**config.mk**
```make
export PLATFORM = sky130hd
export DESIGN_NAME = list_free
export DESIGN_NICKNAME = d
export VERILOG_FILES = /design/src/rtl/list_free.sv
export SDC_FILE = /design/constraint.sdc
export NUM_CORES = 1
export LEC_CHECK = 0
export BUFFER_PORTS_ARGS = -buffer_cell sky130_fd_sc_hd__buf_2
export CAP_MARGIN = 40
export CELL_PAD_IN_SITES_DETAIL_PLACEMENT = 1
export CELL_PAD_IN_SITES_GLOBAL_PLACEMENT = 1
export CORE_MARGIN = 5
export CORE_UTILIZATION = 34
export CTS_CLUSTER_DIAMETER = 30
export DETAILED_ROUTE_END_ITERATION = 12
export PLACE_DENSITY = 0.8
export SETUP_SLACK_MARGIN = 0.05
export SYNTH_ARGS = -nofsm -noshare
export SYNTH_HDL_FRONTEND = slang
export SYNTH_SLANG_ARGS = --single-unit
```
**constraint.sdc**
```tcl
create_clock -name i_clk -period 3 [get_ports i_clk]
set_input_delay 0.9 -clock i_clk [delete_from_list [all_inputs] [get_ports i_clk]]
set_output_delay 0.9 -clock i_clk [all_outputs]
set_load 0.02 [all_outputs]
```
**src/rtl/list_free.sv**
```systemverilog
// list_free: linked-list reclaimer.
// Walks a singly-linked chain of heap cells beginning at i_head and returns each
// cell to the allocator's free list. Every cell is handled in two cycles: a read
// of the cell, which yields the next pointer, and then a free of the cell. This
// means the read and free ports are never driven in the same cycle.
//
// Ports:
//   i_clk, i_rst_n      clock; asynchronous active-low reset
//   i_start, i_head     start strobe and head pointer (sampled in IDLE only)
//   o_busy              high while walking (READ/FREE)
//   o_done              one-cycle strobe on successful completion
//   o_count             cells freed by the current/last walk (saturating)
//   o_err               sticky error, cleared only by reset
//   o_rd, o_raddr       allocator read request/address
//   i_rdata             allocator read data, valid the cycle after o_rd
//   o_fr, o_faddr       allocator free request/address
//   i_aerr              allocator error strobe
//
// Optional feature: define LIST_FREE_BOUND_EN to limit a walk to MAX_CELLS
// cells. This catches cyclic or corrupt lists.
//
// state | meaning
// ------+-------------------------------------------------------------
// IDLE  | waiting for i_start
// READ  | read request for cell cur
// FREE  | next pointer arriving on i_rdata; free cur when next is legal
// ERR   | absorbing error state; left only through reset

module list_free #(
   parameter int DATA_SZ   = 16,
   parameter int ADDR_SZ   = 8,
   parameter int MAX_CELLS = 255
) (
   input  logic               i_clk,
   input  logic               i_rst_n,
   input  logic               i_start,
   input  logic [DATA_SZ-1:0] i_head,
   output logic               o_busy,
   output logic               o_done,
   output logic [ADDR_SZ:0]   o_count,
   output logic               o_err,
   output logic               o_rd,
   output logic [DATA_SZ-1:0] o_raddr,
   input  logic [DATA_SZ-1:0] i_rdata,
   output logic               o_fr,
   output logic [DATA_SZ-1:0] o_faddr,
   input  logic               i_aerr
);

   localparam logic [DATA_SZ-1:0] NIL   = DATA_SZ'(1);
   localparam logic [DATA_SZ-1:0] UNDEF = '0;

`ifdef LIST_FREE_BOUND_EN
   localparam bit BOUND_EN = 1'b1;
`else
   localparam bit BOUND_EN = 1'b0;
`endif

   localparam logic [ADDR_SZ+1:0] BOUND = (ADDR_SZ+2)'(MAX_CELLS);

   typedef enum logic [1:0] {
      IDLE = 2'd0,
      READ = 2'd1,
      FREE = 2'd2,
      ERR  = 2'd3
   } state_t;

   state_t               state, state_nx;
   logic [DATA_SZ-1:0]   cur, cur_nx;
   logic [ADDR_SZ:0]     count_nx;
   logic                 done_nx;
   logic                 rd, fr;
   logic [ADDR_SZ+1:0]   count_p1;
   logic [ADDR_SZ:0]     count_sat;
   logic                 head_heap, next_heap, next_nil, next_ok, bound_hit;

   // A heap pointer carries tag nibble 4'h5 (MUT|VLT, not DIR).
   function automatic logic is_heap(input logic [DATA_SZ-1:0] v);
      return v[DATA_SZ-1 -: 4] == 4'h5;
   endfunction

   always_comb begin
      head_heap = is_heap(i_head);
      next_heap = is_heap(i_rdata);
      next_nil  = (i_rdata == NIL);
      next_ok   = next_heap || next_nil;
      // The extra MSB lets the count+1 carry be seen when the count saturates.
      count_p1  = {1'b0, o_count} + (ADDR_SZ+2)'(1);
      count_sat = count_p1[ADDR_SZ+1] ? o_count : count_p1[ADDR_SZ:0];
      // Freeing this cell would reach the bound while the chain still goes on.
      bound_hit = BOUND_EN && (count_p1 == BOUND) && !next_nil;
   end

   always_ff @(posedge i_clk or negedge i_rst_n) begin
      if (!i_rst_n) begin
         state   <= IDLE;
         cur     <= UNDEF;
         o_count <= '0;
         o_done  <= 1'b0;
      end else begin
         state   <= state_nx;
         cur     <= cur_nx;
         o_count <= count_nx;
         o_done  <= done_nx;
      end
   end

   always_comb begin
      state_nx = state;
      cur_nx   = cur;
      count_nx = o_count;
      done_nx  = 1'b0;
      rd       = 1'b0;
      fr       = 1'b0;
      case (state)
         IDLE: begin
            if (i_start) begin
               if (i_head == NIL) begin
                  count_nx = '0;
                  done_nx  = 1'b1;
               end else if (head_heap) begin
                  cur_nx   = i_head;
                  count_nx = '0;
                  state_nx = READ;
               end else begin
                  state_nx = ERR;
               end
            end
         end
         READ: begin
            if (i_aerr) begin
               state_nx = ERR;
            end else begin
               rd       = 1'b1;
               state_nx = FREE;
            end
         end
         FREE: begin
            // The free is withheld on any error, so the cell stays allocated.
            if (i_aerr || !next_ok || bound_hit) begin
               state_nx = ERR;
            end else begin
               fr       = 1'b1;
               count_nx = count_sat;
               if (next_nil) begin
                  done_nx  = 1'b1;
                  state_nx = IDLE;
               end else begin
                  cur_nx   = i_rdata;
                  state_nx = READ;
               end
            end
         end
         ERR: begin
            state_nx = ERR;
         end
         default: begin
            state_nx = ERR;
         end
      endcase
   end

   assign o_busy  = (state == READ) || (state == FREE);
   assign o_err   = (state == ERR);
   assign o_rd    = rd;
   assign o_fr    = fr;
   assign o_raddr = rd ? cur : UNDEF;
   assign o_faddr = fr ? cur : UNDEF;

endmodule

```
==> reports/results.ini <==
[worst_setup_path]
cp-start-kind = primary input
max_stage_delay_ns = 0.35
cp_max_fo = 8
r2r_end = o_count[3]$_DFFE_PN0P_
timing.critical_path.cells = buf_2, nor4b_2, nand4_1, nor2_2, o21a_4, clkbuf_16, and2_4, buf_6
critical_path_required_ns = 2.10
r2r_cells = 8
cp-end-kind = output pin
crit_arrival_ns = 2.39
crit_family = simple AND/OR/NAND/NOR gates
reg2reg_setup_slack_ns = 0.75
r2r-start = state[0]$_DFFE_PN0P_
cp_slowest_cell = nor4b_2
path_buf_inv = 3
worstSetupPathType = primary input to output pin

[routing]
drt-wirelength-per-cell_um = 18.18
post-route-drc-count = 0
antenna_left = 0
drtPass1Iterations = 4
wl_um = 6798
via_count = 1956
drt_iter0_drc = 55
avgViaCountPerCell = 5.230

[timing]
tightest_slew_ns = 0.6563
min_period_ns = 3.287
hold_violations = 0
skew_ns = 0.003020
relSlewSlack = 0.5624
final-setup-viol-count = 17
finalMaxSlewViolations = 0
layout_setup_ws_ns = -0.2870
fin_crit_sh = 1.096
tns_ns = -4.456
rsz0062_at_grt = yes
fmax_mhz = 304.2

[cts]
clkSinkCount = 28
cts_tree = built
insertion_delay_ns = 0.28
numCtsBuffers = 3
root_buffer = clkbuf_8
htreeDepth = 1
clockBufferDepth = 2
clkSlewWorstSetupHoldPaths_ns = 0.10

[die]
die_w_um = 82.67
num_rows = 26
num_io_pins = 82
die_h_um = 82.67
core_area_um2 = 5107
die_area_um2 = 6834
initial_utilization = 0.3515

[global_route]
antenna_found_initial = 0
grt_usage = 0.1919
grt_pass1_wl_um = 9901
grt_max_degree = 32
grt-ovfl-total = 0
grt_pass1_vias = 2014

[power]
vdd_drop_max_uv = 443.0
p_per_area_nw_per_um2 = 731.0
leakage_uw = 0.001358

[layout]
fill_cells = 609
final_area_um2 = 2815
mostFrequentLayoutCells = buf_2, buf_4, dfrtp_1
num_antenna_cells = 0
areaGrowthSynthToFinish_pct = 56.79
final_common_cell = buf_2
fin_nets = 346
final_core_util = 0.5512
drive_above_1_share = 0.4770

[synthesis]
yosys_warnings = 0
synth_area_um2 = 1795
netlist_instances = 198
synthDistinctLibCells = 38
syn_nets = 239
ys_seq_area_frac = 0.3902
syn_avg_cell_area_um2 = 9.068
synth_seq_cells = 28

[flow_run]
drv_cap = 0

[place]
port_buffers = 81
dp_hpwl_um = 4537
postPlaceCellArea_um2 = 2405
place_congestion = 0.8390
preCtsSetupSlack_ns = -0.3350

[worst_hold_path]
hold_start = cur[14]$_DFFE_PN0P_
min_path_type = register to register
hold_depth = 1
hold-path-endpoint = cur[14]$_DFFE_PN0P_

[status]
violations = setup timing
outcome = finished with violations

## area by class of cell
class,count,area [µm²],area share
multi-input combinational,156,1126,0.4000
timing repair buffer,113,818.3,0.2907
sequential,28,700.7,0.2489
tap,70,87.58,0.03111
clock buffer,3,41.29,0.01467
clock inverter,1,30.03,0.01067
inverter,3,11.26,0.004000
## metrics by stage
stage,hold slack [ns],power (µW),std cells
6_report,0.5383,2058,374
5_1_grt,0.5629,2220,374
4_1_cts,0.4934,2039,373
3_5_place_dp,0.4672,1717,357
3_3_place_gp,0.4626,1687,357
2_1_floorplan,0.4453,1377,198
## kinds of logic after synthesis
logic type,count (synthesis),share of synthesized area
buffers and inverters,14,0.03415
AOI/OAI and AO/OA,38,0.1338
adders and majority gates,5,0.03484
and+or+nand+nor,99,0.3289
muxes,14,0.07805
DFF,28,0.3902
## synthesized netlist by cell type
master      n  area, µm²
a21o_1      1      7.510
a21oi_1    13      65.06
a221o_1     1      10.01
a311o_1     1      10.01
a32oi_1     1      8.760
and2_1     32      200.2
and3_1      6      37.54
buf_1       2      7.510
buf_2       1      5.000
buf_6       1      11.26
clkbuf_1    7      26.28
dfrtp_1    28      700.7
ha_1        5      62.56
inv_1       3      11.26
mux2i_1    14      140.1
nand2_1    10      37.54
nand2b_1    1      6.260
nand3_1     2      10.01
nand3b_1    6      45.04
nand4_1     4      25.02
nand4bb_1   1      11.26
nor2_1     16      60.06
nor2b_1     4      25.02
nor3_1      2      10.01
nor4_1      6      37.54
nor4_2      2      25.02
nor4b_1     3      26.28
nor4b_2     1      15.01
o211ai_1    2      15.01
o21a_1      2      15.01
o21ai_0     9      45.04
o21ai_1     2      10.01
o21ba_2     1      10.01
o221ai_1    3      26.28
o22a_1      1      8.760
o41ai_1     1      8.760
or2_0       1      6.260
or2_2       2      12.51
## how the worst max path moves through the flow
stage | startpoint | endpoint | slack (ns) | depth (start not counted)
after floorplan | i_rdata[13] | o_faddr[10] | 0.05 | 6
after global placement | i_rdata[1] | o_faddr[3] | -0.28 | 8
after detailed placement | i_rdata[9] | o_faddr[2] | -0.33 | 9
after CTS | i_rdata[9] | o_faddr[2] | -0.23 | 9
after global routing | i_rdata[8] | o_faddr[8] | -0.37 | 9
final | i_rdata[13] | o_faddr[8] | -0.29 | 8
## timing repair
action | 4_1_cts | 5_1_grt
setup endpoints to repair | 17 | 18
pin swaps | 1 | 10
resized for setup | 35 | 31
buffers inserted | 12 | 0
cloned | 0 | 2
hold buffers | 0 | 0
## power breakdown
| group | leakage [µW] | internal [µW] | switching (µW) | total [µW] |
|---|---|---|---|---|
| clock | 0.0000357 | 179 | 131 | 310 |
| combinational | 0.000994 | 435 | 651 | 1090 |
| sequential | 0.000328 | 522 | 141 | 663 |
| total | 0.00136 | 1140 | 923 | 2060 |
## state kept, by name (all words and copies together), names as in the netlist
signal / cells
cur: 16
o_count: 9
state: 2
o_done: 1
## routing by layer
metal	track usage	vias up	share of wire	routed length, µm
li1	-	930	-	-
met1	0.2308	945	0.39	2673
met2	0.3438	67	0.53	3601
met3	0.02711	14	0.053	360
met4	0.07353	0	0.024	163
met5	0	-	0	0
Note: power is estimated with default switching activity, not from simulation.
